`src/rtl/mtsp_sync_pkg.sv`:
```
// mtsp_sync_pkg: shared widths, ID width helper and per-barrier state record for the barrier synchronizer.
// Latency: n/a (types and constants only).
// Backpressure: n/a.
package mtsp_sync_pkg;

    localparam int MTSP_SYNC_MAX_CORES = 32;

    // Barrier ID width; a single barrier still gets a 1-bit ID field.
    function automatic int mtsp_id_width(input int n);
        return (n <= 1) ? 1 : $clog2(n);
    endfunction

    typedef struct packed {
        logic [MTSP_SYNC_MAX_CORES-1:0] mask;
        logic [MTSP_SYNC_MAX_CORES-1:0] arrived;
        logic                           done;
    } barrier_state_t;

endpackage

```
`src/rtl/mtsp_barrier_slot.sv`:
```
// mtsp_barrier_slot: one barrier's participation mask, arrival vector, completion pulse and optional hang timer.
// Latency: completing arrival in cycle N -> done high in N+1, arrived cleared in N+2.
// Backpressure: none. Hang timer present only with MTSP_BARRIER_TIMEOUT_EN defined.
module mtsp_barrier_slot
    import mtsp_sync_pkg::*;
#(
    parameter int CORE_SIZE       = 4,
    parameter bit RESET_FULL_MASK = 1'b0,
    parameter int TIMEOUT_CYCLES  = 1024
) (
    input  logic                 CLK,
    input  logic                 RST,
    input  logic                 cfg_wr,
    input  logic [CORE_SIZE-1:0] cfg_mask,
    input  logic [CORE_SIZE-1:0] arrive,
    output logic [CORE_SIZE-1:0] arrived,
    output logic                 done,
    output logic                 pending,
    output logic                 timeout_err
);

    localparam int MC = MTSP_SYNC_MAX_CORES;
    localparam logic [MC-1:0] RESET_MASK = RESET_FULL_MASK ? MC'({CORE_SIZE{1'b1}}) : MC'(0);

    barrier_state_t  st_q;
    barrier_state_t  st_d;
    logic [MC-1:0]   arrive_ext;

    // Arrivals during the release cycle land in the cleared vector and count toward the next round.
    always_comb begin
        arrive_ext   = MC'(arrive) & st_q.mask;
        st_d         = st_q;
        st_d.arrived = (st_q.done ? MC'(0) : st_q.arrived) | arrive_ext;
        st_d.done    = (st_q.mask != MC'(0)) &&
                       ((st_d.arrived & st_q.mask) == st_q.mask) &&
                       !st_q.done;
        if (cfg_wr) begin
            st_d.mask    = MC'(cfg_mask);
            st_d.arrived = MC'(0);
            st_d.done    = 1'b0;
        end
    end

    always_ff @(posedge CLK) begin
        if (RST) begin
            st_q.mask    <= RESET_MASK;
            st_q.arrived <= MC'(0);
            st_q.done    <= 1'b0;
        end else begin
            st_q <= st_d;
        end
    end

    assign arrived = st_q.arrived[CORE_SIZE-1:0];
    assign done    = st_q.done;
    assign pending = |st_q.arrived;

`ifdef MTSP_BARRIER_TIMEOUT_EN
    localparam int CNT_W = $clog2(TIMEOUT_CYCLES + 1);

    logic [CNT_W-1:0] cnt_q;
    logic             err_q;

    // Count holds at TIMEOUT_CYCLES; flag lands the cycle the count reaches it.
    always_ff @(posedge CLK) begin
        if (RST || cfg_wr) begin
            cnt_q <= '0;
            err_q <= 1'b0;
        end else begin
            if (!pending) begin
                cnt_q <= '0;
            end else if (cnt_q != CNT_W'(TIMEOUT_CYCLES)) begin
                cnt_q <= cnt_q + 1'b1;
            end
            if (pending && (cnt_q == CNT_W'(TIMEOUT_CYCLES - 1))) begin
                err_q <= 1'b1;
            end
        end
    end

    assign timeout_err = err_q;
`else
    assign timeout_err = 1'b0;
`endif

endmodule

```
`src/rtl/mtsp_barrier_sync.sv`:
```
// mtsp_barrier_sync: BARRIER_COUNT maskable barriers; releases a one-cycle sync_ack to every participant on completion.
// Latency: last arriving sync_en rising edge in cycle N -> sync_ack in N+2.
// Backpressure: none; cores hold sync_en until ack. Hang timeout built only with MTSP_BARRIER_TIMEOUT_EN.
module mtsp_barrier_sync
    import mtsp_sync_pkg::*;
#(
    parameter int  CORE_SIZE      = 4,
    parameter int  BARRIER_COUNT  = 4,
    parameter int  TIMEOUT_CYCLES = 1024,
    localparam int ID_W           = mtsp_id_width(BARRIER_COUNT)
) (
    input  logic                      CLK,
    input  logic                      RST,
    input  logic [CORE_SIZE-1:0]      sync_en,
    input  logic [CORE_SIZE*ID_W-1:0] sync_id,
    output logic [CORE_SIZE-1:0]      sync_ack,
    input  logic                      cfg_we,
    input  logic [ID_W-1:0]           cfg_id,
    input  logic [CORE_SIZE-1:0]      cfg_mask,
    output logic [BARRIER_COUNT-1:0]  pending,
    output logic [BARRIER_COUNT-1:0]  timeout_err
);

    logic [CORE_SIZE-1:0]     en_q;
    logic [CORE_SIZE-1:0]     rise;
    logic [CORE_SIZE-1:0]     ack_d;
    logic [CORE_SIZE-1:0]     arrived_vec [BARRIER_COUNT];
    logic [BARRIER_COUNT-1:0] done_vec;

    assign rise = sync_en & ~en_q;

    // IDs at or above BARRIER_COUNT match no slot and are dropped here.
    for (genvar b = 0; b < BARRIER_COUNT; b++) begin : g_bar
        logic [CORE_SIZE-1:0] arrive_b;

        always_comb begin
            arrive_b = '0;
            for (int c = 0; c < CORE_SIZE; c++) begin
                arrive_b[c] = rise[c] && (sync_id[c*ID_W +: ID_W] == ID_W'(b));
            end
        end

        mtsp_barrier_slot #(
            .CORE_SIZE       (CORE_SIZE),
            .RESET_FULL_MASK (b == 0),
            .TIMEOUT_CYCLES  (TIMEOUT_CYCLES)
        ) u_slot (
            .CLK         (CLK),
            .RST         (RST),
            .cfg_wr      (cfg_we && (cfg_id == ID_W'(b))),
            .cfg_mask    (cfg_mask),
            .arrive      (arrive_b),
            .arrived     (arrived_vec[b]),
            .done        (done_vec[b]),
            .pending     (pending[b]),
            .timeout_err (timeout_err[b])
        );
    end

    always_comb begin
        ack_d = '0;
        for (int b = 0; b < BARRIER_COUNT; b++) begin
            if (done_vec[b]) begin
                ack_d = ack_d | arrived_vec[b];
            end
        end
    end

    always_ff @(posedge CLK) begin
        if (RST) begin
            en_q     <= '0;
            sync_ack <= '0;
        end else begin
            en_q     <= sync_en;
            sync_ack <= ack_d;
        end
    end

endmodule

```
`config.mk`:
```
export PLATFORM = sky130hd
export DESIGN_NAME = mtsp_barrier_sync
export DESIGN_NICKNAME = d
export VERILOG_FILES = /design/src/rtl/mtsp_sync_pkg.sv /design/src/rtl/mtsp_barrier_slot.sv /design/src/rtl/mtsp_barrier_sync.sv
export SDC_FILE = /design/constraint.sdc
export NUM_CORES = 1
export LEC_CHECK = 0
export BUFFER_PORTS_ARGS = -buffer_cell sky130_fd_sc_hd__buf_2
export CAP_MARGIN = 20
export CORE_AREA = 2 2 62 64
export CTS_CLUSTER_DIAMETER = 100
export DETAILED_ROUTE_END_ITERATION = 8
export DIE_AREA = 0 0 64 66
export GPL_TIMING_DRIVEN = 0
export PLACE_DENSITY = 0.8
export SLEW_MARGIN = 20
export SYNTH_ARGS = -nofsm -noshare
export SYNTH_HDL_FRONTEND = slang
export SYNTH_SLANG_ARGS = --single-unit
```
`constraint.sdc`:
```
create_clock -name CLK -period 2.66 [get_ports CLK]
set_clock_uncertainty 0.1 [all_clocks]
set_input_delay 0.399 -clock CLK [delete_from_list [all_inputs] [get_ports CLK]]
set_output_delay 0.399 -clock CLK [all_outputs]
set_load 0.02 [all_outputs]
```
=== Yosys cells after proc, flatten, opt, wreduce, memory -nomap -nowiden ===
Index checks and enable logic that the tools add are counted.
W data, S select, Z words.

* Eq/ne operators: 19
* Muxes and demuxes: 8
* Bitwise operators: 17
* Reductions and logical operators: 49

{| class="wikitable"
|+ Operator list
! kind !! count
|-
| $and A32 B4 Y32 || 4
|-
| $eq A32 B4 Y1 || 4
|-
| $mux W32 || 4
|-
| $or A32 B32 Y32 || 4
|-
| $reduce_bool A32 Y1 || 4
|-
| $reduce_or A32 Y1 || 4
|-
| $logic_and A1 B1 Y1 || 28
|-
| $and A4 B4 Y4 || 5
|-
| $eq A2 B2 Y1 const B || 10
|-
| $mux W4 || 4
|-
| $or A4 B4 Y4 || 3
|-
| $eq A2 B1 Y1 const B || 5
|-
| $logic_not A2 Y1 || 5
|-
| $reduce_or A2 Y1 || 4
|-
| $logic_not A1 Y1 || 4
|-
| $not A4 Y4 || 1
|}

* Register bits: 156
* Input bits: 21
* Logic and storage cells: 107

=== Logic depth before layout (Yosys ltp) ===
* Word-level depth: 9
* Gate-level depth with buffers: 4
* Depth with buffers taken out: 3

=== Hierarchy ===
From an unflattened synthesis, not the netlist that was laid out.

* Cell total of the unflattened synthesis: 225
* Area, all modules: 2214.6 sq um

{| class="wikitable"
|+ By module, submodules not included
! module !! instances !! cells an instance !! area each (sq um) !! seq. area each (sq um)
|-
| mtsp_barrier_slot (g_bar[1].u_slot ...) || 3 || 45 || 427.9 || 180.2
|-
| mtsp_barrier_sync || 1 || 45 || 495.5 || 160.2
|-
| mtsp_barrier_slot (g_bar[0].u_slot) || 1 || 45 || 435.4 || 180.2
|}

=== Worst setup path after synthesis ===
Ideal clock, no wire load.

* Kind: reg2out
* Start point: register, netlist name g_bar[3].u_slot.arrived[2]
* End point: output pending[3]
* Data arrival time: 0.970 ns
* Path slack: 1.191 ns
* Cell stages (with the launch flop): 3
* Path through: dfxtp_1 > or4_1 > buf_4

* Cells in the longest elaborated chain, start to end: 1

{| class="wikitable"
|+ RTL lines
! element !! RTL line !! RTL
|-
| $reduce_or A32 Y1 || mtsp_barrier_slot.sv:56 || <nowiki>assign pending = |st_q.arrived;</nowiki>
|-
| end: declaration || mtsp_barrier_sync.sv:20 || <nowiki>output logic [BARRIER_COUNT-1:0] pending,</nowiki>
|}

No other way between the ends.

=== Worst setup path after layout ===
* Start point: register, netlist name g_bar[2].u_slot.arrived[2]
* End point: output pending[2]

* Cells in the longest elaborated chain, start to end: 1

{| class="wikitable"
|+ RTL lines
! element !! RTL line
|-
| $reduce_or A32 Y1 || mtsp_barrier_slot.sv:56
|}

No other way between the ends.

==> results.json <==
{
  "status": "finished clean",
  "dp_hpwl_microns": 3370,
  "htree_num_levels": 2,
  "numCtsBuffers": 5,
  "synthFlopType": "dfxtp_1",
  "hold_viol_final": 0,
  "grt_pass1_vias": 1522,
  "ioPinCount": 33,
  "wl_per_cell_microns": 15.0,
  "nNetsFinal": 265,
  "p_leak_nw": 0.980,
  "clk_pin_slew_worst_paths_ns": 0.12,
  "regArea_sq_um": 881,
  "initial_core_util": 0.571,
  "crit_family": "simple AND/OR/NAND/NOR gates",
  "tightest_slew_ns": 0.630,
  "ys_ff_latch": 44,
  "rsz0062_at_grt": "false",
  "clock_latency_ns": 0.35,
  "drtIter0Drc": 121,
  "irDropWorstVdd_mv": 0.370,
  "drc": 0,
  "crit_slowest_cell": "or4_1",
  "slew_headroom": 0.574,
  "first_pass_iters": 4,
  "synth-warning-count": 0,
  "grt_pass1_wl_microns": 7250,
  "area_growth_pct": 14.0,
  "drive_gt1_frac": 0.229,
  "setup_tns_ns": 0,
  "slew_viol_final": 0,
  "synth_edf_count": 0,
  "synth.area.top_cells": "dfxtp_1 (43%), a22oi_1 (7.4%), mux2i_1 (5.9%), nor2_1 (4.8%), buf_4 (3.0%)",
  "cts-root-buf": "clkbuf_4",
  "grt_max_degree": 14,
  "diodes": 0,
  "critPathCaptureType": "primary output",
  "coreArea_sq_um": 3550,
  "critPathArrivalTime_ns": 1.55,
  "max_stage_delay_ns": 0.54,
  "cap_violations": 0,
  "syn_area_sq_um": 2030,
  "clockBufferDepth": 2,
  "drtAntennaViolNets": 0,
  "grt_antenna_before_repair": 0,
  "powerDensity_nw_per_um2": 539,
  "criticalPathCategory": "flop to primary output",
  "placementRows": 22,
  "vias": 1682,
  "period_needed_ns": 2.05,
  "cts_tree": "built",
  "dpl_worst_slack_ns": 0.970,
  "postCtsHoldBufs": 0,
  "seq_area_frac_synth": 0.435,
  "critPathLaunchType": "flop",
  "synth_common_cells": "dfxtp_1 (44), nor2_1 (26), a22oi_1 (20)",
  "async_reset_ff_frac": 0,
  "yosysUniqueCellTypes": 37,
  "max_freq_mhz": 489,
  "die_h_microns": 66,
  "required_ns": 2.16,
  "synth_top_cell_by_area": "dfxtp_1",
  "post_cts_resized": 0,
  "fill_cells": 327,
  "grt.total_usage": 0.231,
  "syn-instance-count": 207,
  "overflow": 0,
  "worstHoldPathType": "input port to flop",
  "period_share": 0.770,
  "cts.sinks": 44,
  "total_power_mw": 1.24,
  "critPathMaxFanout": 4,
  "die-area_sq_um": 4220,
  "worst_slack_ns": 0.613,
  "gp_congestion": 0.859,
  "setup_viol": 0,
  "post_cts.repair.setup_buffers": 0,
  "wirelength_microns": 4400,
  "die_w_microns": 64,
  "vias_per_cell": 5.74,
  "multi_input_area_sq_um": 1020,
  "avgSynthCellArea_sq_um": 9.79,
  "worst-path-buf-inv": 2,
  "cp_cell_sequence": "or4_1, buf_4, buf_2",
  "yosysMostFrequentCell": "dfxtp_1",
  "io_buffers": 27,
  "netlist.area_leader.share": 0.435
}
==> registers in the layout, indices dropped and copies added, names as in the netlist <==
register	count
sync_ack	4
g_bar.u_slot.st_q	16
g_bar.u_slot.done	4
en_q	4
g_bar.u_slot.arrived	16
==> logic make-up after synthesis <==
| kind of cell | count (synthesis) | share of synthesized area |
|---|---|---|
| flops | 44 | 0.435 |
| buf+inv | 27 | 0.0685 |
| simple gates | 79 | 0.267 |
| compound gates | 44 | 0.169 |
| other cells | 1 | 0.00185 |
| mux | 12 | 0.0593 |
==> report_power, final <==
group	internal, mW	leakage [nW]	switching (mW)
Combinational	0.0674	0.581	0.0775
Sequential	0.678	0.358	0.0195
Clock	0.197	0.0422	0.206
Total	0.942	0.980	0.303
==> final timing paths <==
| path | from | to | slack (ns) | cells past startpoint |
|---|---|---|---|---|
| hold / removal | RST | en_q[1] | 0.15 | 2 |
| setup / recovery | g_bar[2].u_slot.arrived[2] | pending[2] | 0.61 | 3 |
| setup reg to reg | en_q[2] | g_bar[1].u_slot.done | 1.17 | 3 |
| hold reg to reg | g_bar[3].u_slot.arrived[0] | g_bar[3].u_slot.arrived[0] | 0.43 | 2 |
==> placed cells by master, fill, tap and decap left out, types with 4 or more instances in the layout <==
cell,count
a211o_1,4
a21oi_1,6
a22oi_1,20
and4bb_2,4
buf_2,27
buf_4,8
clkbuf_1,4
clkbuf_4,5
conb_1,4
dfxtp_1,44
inv_1,15
mux2i_1,12
nand2b_1,7
nor2_1,26
nor2b_1,9
nor4b_1,4
nor4bb_1,4
o32ai_1,5
or4_1,5
==> final cells by class <==
type                            instances  share of cell area
Timing Repair Buffer                   27              0.0585
Clock buffer                            6              0.0179
Buffer                                 12              0.0358
Inverter                               15              0.0244
Tap cell                               48              0.0260
Sequential cell                        44               0.381
Clock inverter                          2              0.0152
Multi-Input combinational cell        139               0.441
==> through the flow <==
stage | hold WS [ns] | instances | utilization | cell area, sq um
finish | 0.147 | 293 | 0.650 | 2310
global route | 0.135 | 293 | 0.650 | 2310
CTS | 0.138 | 293 | 0.650 | 2310
detailed placement | 0.407 | 285 | 0.629 | 2230
global placement | 0.397 | 285 | 0.629 | 2230
floorplan | 0.371 | 210 | - | 2040
==> metal layers <==
metal | share of wire | vias up | GRT usage
met3 | 0.062 | 5 | 0.0647
met4 | 0.013 | 0 | 0.0761
met2 | 0.47 | 52 | 0.380
met1 | 0.45 | 785 | 0.290
li1 | - | 840 | -
met5 | 0 | - | 0
Note: power is estimated with default switching activity, not from simulation.
